[src/rtl/dmem_responder.sv]
// dmem_responder: valid/ready data-memory target with programmable wait states.
// Define DMEM_MISALIGN_ERR_EN to flag non-word-aligned accesses as errors.
module dmem_responder #(
  parameter int DEPTH       = 64,
  parameter int WAIT_CYCLES = 2
) (
  input  logic        clk,
  input  logic        reset,
  input  logic        req_valid,
  output logic        req_ready,
  input  logic        req_write,
  input  logic [31:0] req_addr,
  input  logic [31:0] req_wdata,
  input  logic [3:0]  req_wstrb,
  output logic        resp_valid,
  input  logic        resp_ready,
  output logic [31:0] resp_rdata,
  output logic        resp_err
);

  localparam int AW = (DEPTH > 1) ? $clog2(DEPTH) : 1;

  typedef enum logic [1:0] {
    IDLE,
    WAIT,
    RESP
  } state_t;

  typedef struct packed {
    logic        write;
    logic [31:0] addr;
    logic [31:0] wdata;
    logic [3:0]  wstrb;
  } req_t;

  state_t        state;
  state_t        state_nx;
  logic [3:0]    cnt;
  req_t          cap;
  logic [31:0]   mem [DEPTH];

  logic          accept;
  logic          access;
  logic          done;
  logic          in_range;
  logic          misalign;
  logic          err;
  logic          we;
  logic [AW-1:0] idx;

  assign accept   = req_valid && req_ready;
  assign access   = (state == WAIT) && (cnt == 4'd0);
  assign done     = resp_valid && resp_ready;
  assign in_range = cap.addr[31:2] < 30'(DEPTH);
  assign idx      = cap.addr[AW+1:2];

`ifdef DMEM_MISALIGN_ERR_EN
  assign misalign = |cap.addr[1:0];
`else
  // Byte offset is ignored; the word at addr[31:2] is accessed.
  logic unused_lo;
  assign unused_lo = ^cap.addr[1:0];
  assign misalign  = 1'b0;
`endif

  assign err = !in_range || misalign;
  assign we  = access && cap.write && !err;

  always_ff @(posedge clk or negedge reset) begin
    if (!reset) state <= IDLE;
    else        state <= state_nx;
  end

  always_comb begin
    state_nx = state;
    unique case (state)
      IDLE: if (accept) state_nx = WAIT;
      WAIT: if (access) state_nx = RESP;
      RESP: if (done)   state_nx = IDLE;
      default:          state_nx = IDLE;
    endcase
  end

  always_comb begin
    req_ready  = reset && (state == IDLE);
    resp_valid = (state == RESP);
  end

  always_ff @(posedge clk or negedge reset) begin
    if (!reset) begin
      cnt        <= '0;
      cap        <= '0;
      resp_rdata <= '0;
      resp_err   <= 1'b0;
    end else begin
      if (accept) begin
        cap <= '{write: req_write, addr: req_addr,
                 wdata: req_wdata, wstrb: req_wstrb};
        cnt <= 4'(WAIT_CYCLES);
      end else if (state == WAIT && cnt != 4'd0) begin
        cnt <= cnt - 4'd1;
      end
      if (access) begin
        resp_err   <= err;
        resp_rdata <= (!cap.write && !err) ? mem[idx] : '0;
      end
    end
  end

  // Array is deliberately not reset so contents survive a reset pulse.
  always_ff @(posedge clk) begin
    if (we) begin
      for (int i = 0; i < 4; i++) begin
        if (cap.wstrb[i]) mem[idx][8*i +: 8] <= cap.wdata[8*i +: 8];
      end
    end
  end

endmodule

[config.mk]
export PLATFORM = sky130hd
export DESIGN_NAME = dmem_responder
export DESIGN_NICKNAME = d
export VERILOG_FILES = /design/src/rtl/dmem_responder.sv
export SDC_FILE = /design/constraint.sdc
export NUM_CORES = 2
export LEC_CHECK = 0
export BUFFER_PORTS_ARGS = -buffer_cell sky130_fd_sc_hd__buf_2
export CAP_MARGIN = 25
export CORE_MARGIN = 4
export CORE_UTILIZATION = 44
export CTS_CLUSTER_DIAMETER = 40
export DETAILED_ROUTE_END_ITERATION = 10
export HOLD_SLACK_MARGIN = 0.12
export PLACE_DENSITY_LB_ADDON = 0.08
export SKIP_LAST_GASP = 1
export SYNTH_ARGS = -nofsm -noshare
export SYNTH_HDL_FRONTEND = slang
export SYNTH_SLANG_ARGS = --single-unit
[constraint.sdc]
create_clock -name clk -period 5.5 [get_ports clk]
set_input_delay 1.1 -clock clk [delete_from_list [all_inputs] [get_ports clk]]
set_output_delay 1.1 -clock clk [all_outputs]
set_load 0.01 [all_outputs]
Yosys cells after proc, flatten, opt, wreduce, memory -nomap -nowiden

Memory sizes are Yosys's and may differ from the RTL's.
Cells that the tools add are included.

Bits in registers: 108
RAM bits: 2,048
Bits of input ports: 73
Output and inout bits: 35
Word-level logic and storage cells: 50
Memories: 1

Memory list:

| memory | words | width | rd ports | clocked after memory_dff | write ports | line | source |
|---|---|---|---|---|---|---|---|
| mem    | 64    | 32    | 1        | 0                        | 1           | 40   | `logic [31:0] mem [DEPTH];` |

$add $sub $neg: 1
Magnitude comparators: 1
Eq/ne operators: 5
Mux-type cells: 19
Reduce and logical (&&, ||, !) cells: 15

Operators by type and width:

| operator                                                                      | number |
|---|---|
| 32-bit 2-to-1 mux                                                             | 1 |
| 30-bit by 7-bit less-than comparator with 1-bit output, second input constant | 1 |
| 1-bit 2-to-1 mux                                                              | 12 |
| 1-bit logical AND                                                             | 8 |
| 4-bit 2-to-1 mux                                                              | 2 |
| 2-bit 2-to-1 mux                                                              | 3 |
| 2-bit one-hot mux with 3 select lines                                         | 1 |
| 4-bit logical NOT                                                             | 1 |
| 2-bit inequality test, second input constant                                  | 2 |
| 4-bit nonzero test                                                            | 1 |
| 4-bit by 1-bit subtractor with 4-bit output, second input constant            | 1 |
| 3-bit AND reduction                                                           | 1 |
| 2-bit by 1-bit equality test with 1-bit output, second input constant         | 1 |
| 2-bit equality test, second input constant                                    | 1 |
| 1-bit logical NOT                                                             | 2 |
| 2-bit logical NOT                                                             | 1 |
| 2-bit by 1-bit inequality test with 1-bit output, second input constant       | 1 |
| 2-bit nonzero test                                                            | 1 |

Longest topological paths before layout

Depth after elaboration: 6
Gate-level depth with buffers: 11
Gate-level depth less buffers: 8

Least setup slack after synthesis

Ideal clock, no wire load.

Kind: input-to-reg
From: input reset
To: register cap[52] (netlist name)
Library setup time: 0.125 ns
Arrival: 2.705 ns
Data required time: 5.375 ns
Setup slack: 2.670 ns
Stages on the path: 6
Path buffers: 3
Path through: nor3b_1 > and2_1 > clkbuf_1 > buf_1 > buf_2 > mux2_2

Cells in the longest elaborated chain, start to end: 2

RTL lines:

| what                 | line | source |
|---|---|---|
| start, declared      | 8    | `input logic reset,` |
| 1-bit logical AND    | 85   | `req_ready = reset && (state == IDLE);` |
| 1-bit logical AND    | 51   | `assign accept = req_valid && req_ready;` |
| end signal, assigned | 97   | `cap <= '{write: req_write, addr: req_addr,` |
| end, declared        | 39   | `req_t cap;` |

Every way passes these cells.
A chain may end at the register's enable or synchronous reset.

Worst setup path after layout

From: register cap[39] (netlist name)
To: memory mem[30][18] (enable)

Cells in the longest elaborated chain, start to end: 4

RTL lines:

| what                                                   | line | source |
|---|---|---|
| 30-bit by 7-bit less-than comparator with 1-bit output | 54   | `assign in_range = cap.addr[31:2] < 30'(DEPTH);` |
| 1-bit logical AND                                      | 67   | `assign we = access && cap.write && !err;` |
| 1-bit 2-to-1 mux                                       | 112  | `if (we) begin` |
| 1-bit 2-to-1 mux (not written as such)                 | 114  | `if (cap.wstrb[i]) mem[idx][8*i +: 8] <= cap.wdata[8*i +: 8];` |
| end, declared                                          | 40   |  |

Several ways; a longest one is shown, not always the timed one.

==> summary.md <==
| Metric | Value |
|---|---|
| Worst setup SP type | flip-flop |
| Main flop type after synthesis | edfxtp_1 |
| Gate power share | 0.281 |
| Commonest cells after routing, fill and taps aside | edfxtp_1, nor2_1, clkbuf_16 |
| Net Switching | 19.7 mW |
| Ys async rst share | 0.0492 |
| CTS buffer count | 315 |
| Endpoints failing setup | 0 |
| Max-slew violations | 0 |
| Detail-routed net length per standard cell | roughly 36 um |
| Share of layout cells above drive strength 1 | 0.245 |
| Final Util | 0.522 |
| RSZ-0062 raised after global routing | no |
| DR pass1 iterations | 6 |
| Status | finished clean |
| Crit. End Element | flip-flop |
| I/O pin cnt | 108 |
| Sum Neg Setup Slack | 0 ns |
| Area fraction of the dominant cell type after synthesis | 0.734 |
| Die W | 444 um |
| Initial antenna violation count | 23 |
| Clock net sink count | around 2200 |
| Period utilization | 0.758 |
| Die area | 198000 um^2 |
| Total number of vias | 49062 |
| Rel. slew slack | 0.266 |
| Synth Register Bits | 2154 |
| Static leakage | 32.0 nW |
| Final min period | 4.17 ns |
| I/O Buffers | approximately 110 |
| Largest net degree at the start of global routing | 90 |
| Synth area leader | edfxtp_1 |
| Synth Net Count | 4809 |
| DRC viols | 0 |
| Pwr per Cell Area | ~580 nW/um^2 |
| Yosys warns | 0 |
| Commonest non-fill, non-tap cell in the layout | edfxtp_1 |
| Max Cap Violations | 0 |
| EDFF count, synth | just over 2000 |
| Post-synthesis sequential area ratio | 0.765 |
| Via density | roughly 6.3 |
| HPWL after detailed placement | 175 mm |
| Gpl congestion | 0.858 |
| Worst EP arrival | 4.71 ns |
| Root buffer cell | clkbuf_16 |
| Mean Syn Cell Area | 17.7 um^2 |
| Synth-to-Final Area Change | 17.5% |
| Internal | between 30 and 40 mW |
| Net Sw Frac | 0.343 |
| Dominant cells by area after synthesis | edfxtp_1, mux4_2, dfrtp_1 |
| Die height | 444 um |
| WHS | roughly 0.38 ns |
| Core area | between 150000 and 200000 um^2 |
| Crit Path Max Fanout | 31 |
| Max Fclk | around 0.24 GHz |
| Kind of critical path | flip-flop to flip-flop |
| CTS max path bufs | 4 |
| Max VDD drop | 0.000615 V |
| Post-CTS Setup Inserts | 0 |
| Post-Syn Area | 83800 um^2 |
| Clock power share | 0.348 |
| GR Overflow Total | 0 |
| Antenna-violating nets left | 0 |
| Gate Count Post-Synth | 4735 |
| Reg power frac | 0.371 |
| Vias in the first global route | ~48000 |
| GRT Total Usage | 0.286 |
| Later-pin clock latency in the skew report | 0.93 ns |
| First-pass GRT wire length | 392 mm |
| Final Hold Vio Count | 0 |
| Worst-margin pin slew | 1.10 ns |
| Power consumption | roughly 57 mW |
| Routed WL | 286 mm |
| Distinct cells, synth | between 80 and 90 |
| Initial Util | 0.444 |
| Final nets | 5184 |
| Layout Skew | 0.0406 ns |
| Worst Path Required | around 6.0 ns |
| Clk slew on worst S/H paths | 0.05 ns |
| H-tree Lvls | 5 |
| CTS tree | done |
| Worst min path class | input port to flip-flop |
| Initial drt markers | just over 6000 |
| Num rows | 159 |
-- critical path, cell delays in order (launching register included) --
cell and delay [ns]:
dfrtp_4 0.84, nand2b_4 0.48, nor2_1 0.70, nand2_1 0.80, nor2_1 0.91
-- Yosys cell counts, types with 48 or more instances --
library cell / count
o221ai_1: 140
o22ai_1: 267
mux4_2: 136
a22oi_1: 69
buf_4: 48
nor2_1: 380
mux2_2: 203
edfxtp_1: 2048
nand2_1: 231
dfrtp_1: 106
mux2i_1: 244
o21ai_0: 89
a21oi_1: 128
clkbuf_1: 92
buf_2: 102
-- per-layer routing --
layer | share of wire | global-route usage | wire length (um) | vias up
met5 | 0.00030 | 0.000733 | 85 | -
met1 | 0.41 | 0.399 | 118000 | 25858
li1 | - | - | - | 20051
met2 | 0.45 | 0.434 | 129000 | 2590
met4 | 0.044 | 0.114 | 12500 | 10
met3 | 0.093 | 0.0701 | 26500 | 553
-- timing repair --
action	CTS	global route
resized for setup	0	0
hold buffers	1	0
endpoints found under the hold margin	22	0
-- path summary, 6_finish.rpt --
path,to,slack (ns),startpoint,cells after the start
hold / removal,state[1],0.38,resp_ready,2
min in group asynchronous,cap[61],0.64,reset,2
setup / recovery,mem[30][18],1.33,cap[39],4
setup reg to reg,mem[30][18],1.33,cap[39],4
max in group asynchronous,cap[20],3.49,reset,3
hold reg to reg,mem[11][9],0.49,cap[13],0
-- registers in the layout, indices dropped and copies added (netlist names) --
name and flops:
resp_rdata 32, cnt 4, state 2, mem 2048, resp_err 1, cap 67
-- cell families (layout without fill, tap and decap cells) --
group / count (synthesis) / after routing / synth area share
flops: 2154 / 2154 / 0.765
fa+ha+maj: 1 / 1 / 0.000149
other cells: 0 / 8 / 0
simple gates: 716 / 716 / 0.0353
xor+xnor: 3 / 3 / 0.000314
buf+inv: 336 / 946 / 0.0233
compound gates: 931 / 931 / 0.0790
mux: 594 / 594 / 0.0964
-- through the flow --
step / setup WS [ns] / instances / instance area [um^2]
after floorplan: 2.67 / 4735 / 83800
after global placement: 1.38 / 7275 / 87900
after detailed placement: 1.34 / 7282 / 88000
after CTS: 1.32 / 7835 / 98400
after global routing: 1.21 / 7841 / 98400
final: 1.33 / 7848 / 98400
-- power groups by stage --
stage | combinational [mW] | sequential [mW] | clock (mW)
2_1_floorplan | 8.16 | 22.2 | 0
3_3_place_gp | 15.6 | 21.7 | 0
3_5_place_dp | 15.9 | 21.6 | 0
4_1_cts | 15.9 | 21.2 | 20.1
5_1_grt | 16.6 | 21.3 | 20.9
6_report | 16.1 | 21.2 | 19.9
-- area by class of cell --
class                   count  area [um^2]
well taps                2495         3120
multi-input cells        2245        17800
fillers                 15354        90200
repair buffers            381         2820
inverters                  13         58.8
clock inverters           193         2100
diodes                      8         20.0
clock buffers             359         8290
flip-flops and latches   2154        64200
No activity file was read; power rests on OpenSTA's default activity.
